--- config.mk ---
export PLATFORM = sky130hd
export DESIGN_NAME = sram_burst_ctrl
export DESIGN_NICKNAME = d
export VERILOG_FILES = /design/src/rtl/sram_burst_ctrl.sv
export SDC_FILE = /design/constraint.sdc
export NUM_CORES = 2
export LEC_CHECK = 0
export BUFFER_PORTS_ARGS = -buffer_cell sky130_fd_sc_hd__buf_4
export CAP_MARGIN = 30
export CORE_MARGIN = 2
export CORE_UTILIZATION = 25
export DETAILED_ROUTE_END_ITERATION = 10
export PLACE_DENSITY_LB_ADDON = 0.08
export SLEW_MARGIN = 20
export SYNTH_ARGS = -nofsm -noshare
export SYNTH_HDL_FRONTEND = slang
export SYNTH_SLANG_ARGS = --single-unit
--- constraint.sdc ---
create_clock -name sck -period 4.4 [get_ports sck]
set_input_delay 0.66 -clock sck [delete_from_list [all_inputs] [get_ports sck]]
set_output_delay 0.66 -clock sck [all_outputs]
set_load 0.03 [all_outputs]
--- src/rtl/sram_burst_ctrl.sv ---
// Single-port SRAM with command-driven burst reads/writes, auto-incrementing
// wrapping address, abort on slave-select release, and an illegal-command pulse.
module sram_burst_ctrl #(
  parameter int DATA_W = 8,
  parameter int ADDR_W = 8,
  parameter int BLEN_W = 4
) (
  input  logic              sck,
  input  logic              rst_n,
  input  logic              ss,
  input  logic              re,
  input  logic              we,
  input  logic [ADDR_W-1:0] addr,
  input  logic [BLEN_W-1:0] burst_len,
  input  logic [DATA_W-1:0] din,
  output logic [DATA_W-1:0] dout,
  output logic              dout_valid,
  output logic              busy,
  output logic              err
);

  localparam int DEPTH = 2 ** ADDR_W;

  typedef enum logic [1:0] {
    S_IDLE = 2'd0,
    S_RD   = 2'd1,
    S_WR   = 2'd2
  } state_t;

  state_t              r_state;
  state_t              w_state_next;
  logic [ADDR_W-1:0]   r_cur;
  logic [ADDR_W-1:0]   w_cur_next;
  logic [ADDR_W-1:0]   w_acc_addr;
  logic [BLEN_W-1:0]   r_rem;
  logic [BLEN_W-1:0]   w_rem_next;
  logic                w_rd_en;
  logic                w_wr_en;
  logic                w_err;
  logic [DATA_W-1:0]   r_dout;
  logic                r_dout_valid;
  logic                r_err;
  logic [DATA_W-1:0]   r_mem [DEPTH];

  // Every edge performs at most one access: either the accepted command's
  // first beat (at the input address) or a continuation beat at r_cur.
  always_comb begin
    w_state_next = r_state;
    w_cur_next   = r_cur;
    w_rem_next   = r_rem;
    w_acc_addr   = r_cur;
    w_rd_en      = 1'b0;
    w_wr_en      = 1'b0;
    w_err        = 1'b0;
    unique case (r_state)
      S_IDLE: begin
        if (!ss) begin
          unique case ({we, re})
            2'b01: begin
              w_rd_en    = 1'b1;
              w_acc_addr = addr;
              w_cur_next = addr + 1'b1;
              w_rem_next = burst_len;
              if (burst_len != '0) w_state_next = S_RD;
            end
            2'b10: begin
              w_wr_en    = 1'b1;
              w_acc_addr = addr;
              w_cur_next = addr + 1'b1;
              w_rem_next = burst_len;
              if (burst_len != '0) w_state_next = S_WR;
            end
            2'b11:   w_err = 1'b1;
            default: ;
          endcase
        end
      end
      S_RD, S_WR: begin
        if (ss) begin
          w_state_next = S_IDLE;
        end else begin
          w_rd_en    = (r_state == S_RD);
          w_wr_en    = (r_state == S_WR);
          w_cur_next = r_cur + 1'b1;
          w_rem_next = r_rem - 1'b1;
          if (r_rem == BLEN_W'(1)) w_state_next = S_IDLE;
        end
      end
      default: w_state_next = S_IDLE;
    endcase
  end

  always_ff @(posedge sck or negedge rst_n) begin
    if (!rst_n) r_state <= S_IDLE;
    else        r_state <= w_state_next;
  end

  // The memory shares the reset process so that an edge seen while reset is
  // held can never commit a write; the array itself is left untouched.
  always_ff @(posedge sck or negedge rst_n) begin
    if (!rst_n) begin
      r_cur        <= '0;
      r_rem        <= '0;
      r_dout       <= '0;
      r_dout_valid <= 1'b0;
      r_err        <= 1'b0;
    end else begin
      r_cur        <= w_cur_next;
      r_rem        <= w_rem_next;
      r_dout_valid <= w_rd_en;
      r_err        <= w_err;
      if (w_rd_en) r_dout <= r_mem[w_acc_addr];
      if (w_wr_en) r_mem[w_acc_addr] <= din;
    end
  end

  assign dout       = r_dout;
  assign dout_valid = r_dout_valid;
  assign err        = r_err;
  assign busy       = (r_state != S_IDLE);

endmodule

==> results by group <==
STA
  • Endpoints failing setup: 0
  • Highest clock frequency the design can meet: 231 MHz
  • Slew margin rel.: 34.8%
  • Transition at the pin with the smallest max-transition slack: 0.974 ns
  • Post-route fraction of the period consumed by the critical path: 98.3%
  • Number of endpoints with negative hold slack in the final report: 0
  • Final Slew Violations: 0
  • Tightest hold margin: 0.177 ns
  • Clock Skews: 0.0401 ns
  • Final worst path period need: 4.33 ns

Detailed routing
  • Avg WL per Cell: 30.7 um
  • Routed wire length: 340 mm
  • Count of vias placed by the detailed router: 53100
  • Post-DRT Antenna Nets: 0
  • First-iteration detailed-routing DRC count: 5061
  • Detailed Routing Iterations Pass 1: 5
  • Remaining DRCs: 0
  • Routed vias/inst: 4.79

Final layout
  • Synth-to-Final Area Change: 25.5%
  • Core Util, Final: 31.6%
  • Area occupied by registers: 62100 sq um
  • Layout filler cell count: 32500
  • Multi-input logic area: 18600 sq um
  • Number of nets in the layout: 6566
  • Share of layout cells above drive strength 1: 22.1%

Worst setup path
  • Critical path peak fanout: 10
  • Required time at the endpoint of the critical path: 5.24 ns
  • Critical path's largest stage delay: 0.75 ns
  • Most frequent CP cell: sky130_fd_sc_hd__buf_4
  • Setup crit end kind: flop
  • Crit path buf inv count: 4
  • Crit path cell chain: inv_1 > ha_4 > or3b_4 > buf_4 > mux2_2 > buf_4 > buf_4 > a221oi_1 > nor4_1 > o211ai_1 > a21oi_1 > o21ai_0 > a31oi_1
  • Setup slack, reg-to-reg: 0.07 ns
  • Category of the critical setup timing path: flop to flop
  • Worst r2r path cells: 13
  • Critical R2R Capture: dout[6]
  • Arrival time worst endpoint: 5.16 ns
  • Setup crit start kind: flop
  • R2r startpoint: r_state[1]
  • Largest delay share family, worst path: compound AO/OA/AOI/OAI gates
  • Crit-path slowest cell: sky130_fd_sc_hd__mux2_2

Yosys
  • Synth Cell Area: 82400 sq um
  • Post-synthesis cell count: 5617
  • Synth async-reset ratio: 1.16%
  • Seq cells post-synth: 2072
  • Number of warnings printed during yosys synthesis: 0
  • Avg Cell Area, Syn: 14.7 sq um
  • Post-synthesis sequential area ratio: 75.3%
  • Synth Flop Type: sky130_fd_sc_hd__edfxtp_1
  • Number of flops mapped to enable cells by yosys: 2048
  • Distinct cell type count of the synthesized netlist: 67
  • Syn nets: 5652

Placement
  • Port Buf Inserts: 35
  • Placer Congestion: 0.831
  • Detailed-placement wirelength estimate: 232 mm

Global route
  • Largest net degree at the start of global routing: 134
  • Via count of the first global-routing pass: 52900
  • Sum of overflow across all layers after global routing: 0
  • Wire length of the first global-routing pass: 462 mm
  • Initial antenna violation count: 28
  • All-Layer GR Usage: 20.0%

Power and ir drop
  • Total power of the final layout: 0.0676 W
  • Max IR drop VDD: 408 uV
  • Pwr/cell area: 654 nW/um^2
  • Standby leakage power: 35.0 nW

Floorplan
  • Die Width: 578 um
  • Vertical extent of the die: 578 um
  • Die footprint: 334000 sq um
  • Top-level port count: 36
  • Starting density of the core: 25.2%
  • Number of rows created at floorplan: 210
  • Core area: 328000 sq um

Clocking
  • Number of clock buffers inserted by TritonCTS: 240
  • Later-pin clock latency in the skew report: 0.93 ns
  • Clock sink count: 2072
  • Deepest level of the CTS H-tree: 4
  • Clock root cell: sky130_fd_sc_hd__clkbuf_16
  • Clock-pin slew reported for the worst setup and hold paths after clock tree synthesis: 0.06 ns
  • Maximum clock path buffer count: 4
  • Clock tree from TritonCTS: yes

Status
  • Result of the run: finished, final reports clean

Worst hold path
  • Cells on Worst Hold Path: 3
  • Worst hold-check path type: input port to flop
  • Critical hold path startpoint: we
  • Capture endpoint of the worst hold path: err

Job
  • Max-cap viol count: 0
## worst max-delay path by stage
| stage | from | end | slack (ns) | depth (start not counted) |
|---|---|---|---|---|
| after detailed placement | re | dout[3] | -0.84 | 15 |
| after floorplan | re | r_mem[104][0] | 0.58 | 13 |
| after global routing | r_state[1] | dout[0] | -0.006 | 18 |
| after CTS | r_state[0] | dout[3] | 0.007 | 18 |
| final | r_state[1] | dout[6] | 0.07 | 13 |
| after global placement | re | dout[5] | -1.74 | 15 |
## cells by family after synthesis
family          after synthesis  share of synthesized area (%)
fa+ha+maj                    10                          0.152
compound gates              921                           7.38
simple gates               1891                           9.59
flops                      2072                           75.3
buf+inv                     390                           2.45
xor+xnor                      6                         0.0637
mux                         327                           5.02
## cells in the mapped netlist (12+ instances only)
cell	number	area share [%]
sky130_fd_sc_hd__nand4_1	67	0.51
sky130_fd_sc_hd__inv_1	22	0.10
sky130_fd_sc_hd__buf_2	124	0.75
sky130_fd_sc_hd__mux2_2	19	0.26
sky130_fd_sc_hd__o211ai_1	12	0.11
sky130_fd_sc_hd__o22ai_1	51	0.39
sky130_fd_sc_hd__clkbuf_1	159	0.72
sky130_fd_sc_hd__edfxtp_1	2048	75
sky130_fd_sc_hd__a211oi_1	39	0.36
sky130_fd_sc_hd__a22oi_1	77	0.70
sky130_fd_sc_hd__a311oi_1	21	0.22
sky130_fd_sc_hd__a222oi_1	15	0.18
sky130_fd_sc_hd__nor4_1	33	0.25
sky130_fd_sc_hd__a32oi_1	39	0.41
sky130_fd_sc_hd__mux4_2	63	1.7
sky130_fd_sc_hd__a221oi_1	110	1.2
sky130_fd_sc_hd__buf_1	13	0.059
sky130_fd_sc_hd__nand2b_1	13	0.099
sky130_fd_sc_hd__nor2_1	320	1.5
sky130_fd_sc_hd__nand3_1	280	1.7
sky130_fd_sc_hd__mux2i_1	237	2.9
sky130_fd_sc_hd__a31oi_1	102	0.77
sky130_fd_sc_hd__buf_4	43	0.39
sky130_fd_sc_hd__nand2_1	1119	5.1
sky130_fd_sc_hd__dfrtp_1	24	0.73
sky130_fd_sc_hd__buf_6	21	0.29
sky130_fd_sc_hd__nor2b_1	20	0.15
sky130_fd_sc_hd__o21ai_0	25	0.15
sky130_fd_sc_hd__a21oi_1	363	2.2
## where the power goes
group          internal, W  switching, W
clock network       0.0108       0.00837
logic              0.00934        0.0170
registers           0.0218      0.000394
## worst reg2reg max path: stages, from the launching register on
cell and delay [ns]:
sky130_fd_sc_hd__dfrtp_1 0.41, sky130_fd_sc_hd__inv_1 0.13, sky130_fd_sc_hd__ha_4 0.20, sky130_fd_sc_hd__or3b_4 0.41, sky130_fd_sc_hd__buf_4 0.21, sky130_fd_sc_hd__mux2_2 0.75
sky130_fd_sc_hd__buf_4 0.34, sky130_fd_sc_hd__buf_4 0.16, sky130_fd_sc_hd__a221oi_1 0.07, sky130_fd_sc_hd__nor4_1 0.51, sky130_fd_sc_hd__o211ai_1 0.31, sky130_fd_sc_hd__a21oi_1 0.40
sky130_fd_sc_hd__o21ai_0 0.16, sky130_fd_sc_hd__a31oi_1 0.18
## per-layer routing
metal	track usage (%)	routed length, um	vias up
met5	0	25	-
li1	-	-	23400
met1	28.1	156000	28000
met2	32.4	159000	1368
met4	4.26	7340	4
met3	3.02	16800	335
## registers in the layout (all words and copies together), names as in the netlist
| signal | cells |
|---|---|
| dout | 8 |
| r_rem | 4 |
| r_mem | 2048 |
| err | 1 |
| dout_valid | 1 |
| r_cur | 8 |
| r_state | 2 |
## per-stage QoR
stage / std cells / setup TNS, ns / worst slack [ns] / instance area (sq um)
floorplan: 5617 / 0 / 0.581 / 82400
CTS: 11100 / 0 / 0.00709 / 103000
detailed placement: 10600 / -54.88 / -0.837 / 95800
finish: 11100 / 0 / 0.0735 / 103000
global placement: 10600 / -77.00 / -1.74 / 95700
global route: 11100 / -0.00608 / -0.00608 / 103000
## cell usage in the layout (no fill, tap or decap), types with 21 or more instances in the layout
cell,netlist,routed
sky130_fd_sc_hd__nor4_1,33,29
sky130_fd_sc_hd__a221oi_1,110,109
sky130_fd_sc_hd__edfxtp_1,2048,2048
sky130_fd_sc_hd__nand2_1,1119,1118
sky130_fd_sc_hd__inv_1,22,21
sky130_fd_sc_hd__dfrtp_1,24,23
sky130_fd_sc_hd__a211oi_1,39,38
sky130_fd_sc_hd__mux2i_1,237,230
sky130_fd_sc_hd__a31oi_1,102,102
sky130_fd_sc_hd__clkinv_1,0,67
sky130_fd_sc_hd__o21ai_0,25,23
sky130_fd_sc_hd__o22ai_1,51,51
sky130_fd_sc_hd__nand3_1,280,279
sky130_fd_sc_hd__a21oi_1,363,363
sky130_fd_sc_hd__a22oi_1,77,77
sky130_fd_sc_hd__buf_12,1,152
sky130_fd_sc_hd__clkbuf_16,0,241
sky130_fd_sc_hd__mux4_2,63,63
sky130_fd_sc_hd__nor2_1,320,310
sky130_fd_sc_hd__buf_4,43,867
sky130_fd_sc_hd__nand4_1,67,67
sky130_fd_sc_hd__a32oi_1,39,38
sky130_fd_sc_hd__clkbuf_1,159,55
sky130_fd_sc_hd__clkinv_2,0,41
## area by class of cell
| class | count | area share (%) |
|---|---|---|
| flip-flops and latches | 2072 | 60.0 |
| clock buffers | 296 | 6.03 |
| repair buffers | 1040 | 9.51 |
| clock inverters | 140 | 1.09 |
| multi-input cells | 3155 | 18.0 |
| diodes | 9 | 0.0218 |
| inverters | 22 | 0.0798 |
| well taps | 4346 | 5.25 |
## repair_timing
item / CTS / global route
gates cloned: 0 / 0
endpoints found under the setup margin: 42 / 93
hold buffers: 5 / 0
buffers inserted: 1 / 0
pin swaps: 2 / 1
hold endpoints to repair: 28 / 0
gates resized for setup: 22 / 5
No activity file was read; power rests on OpenSTA's default activity.
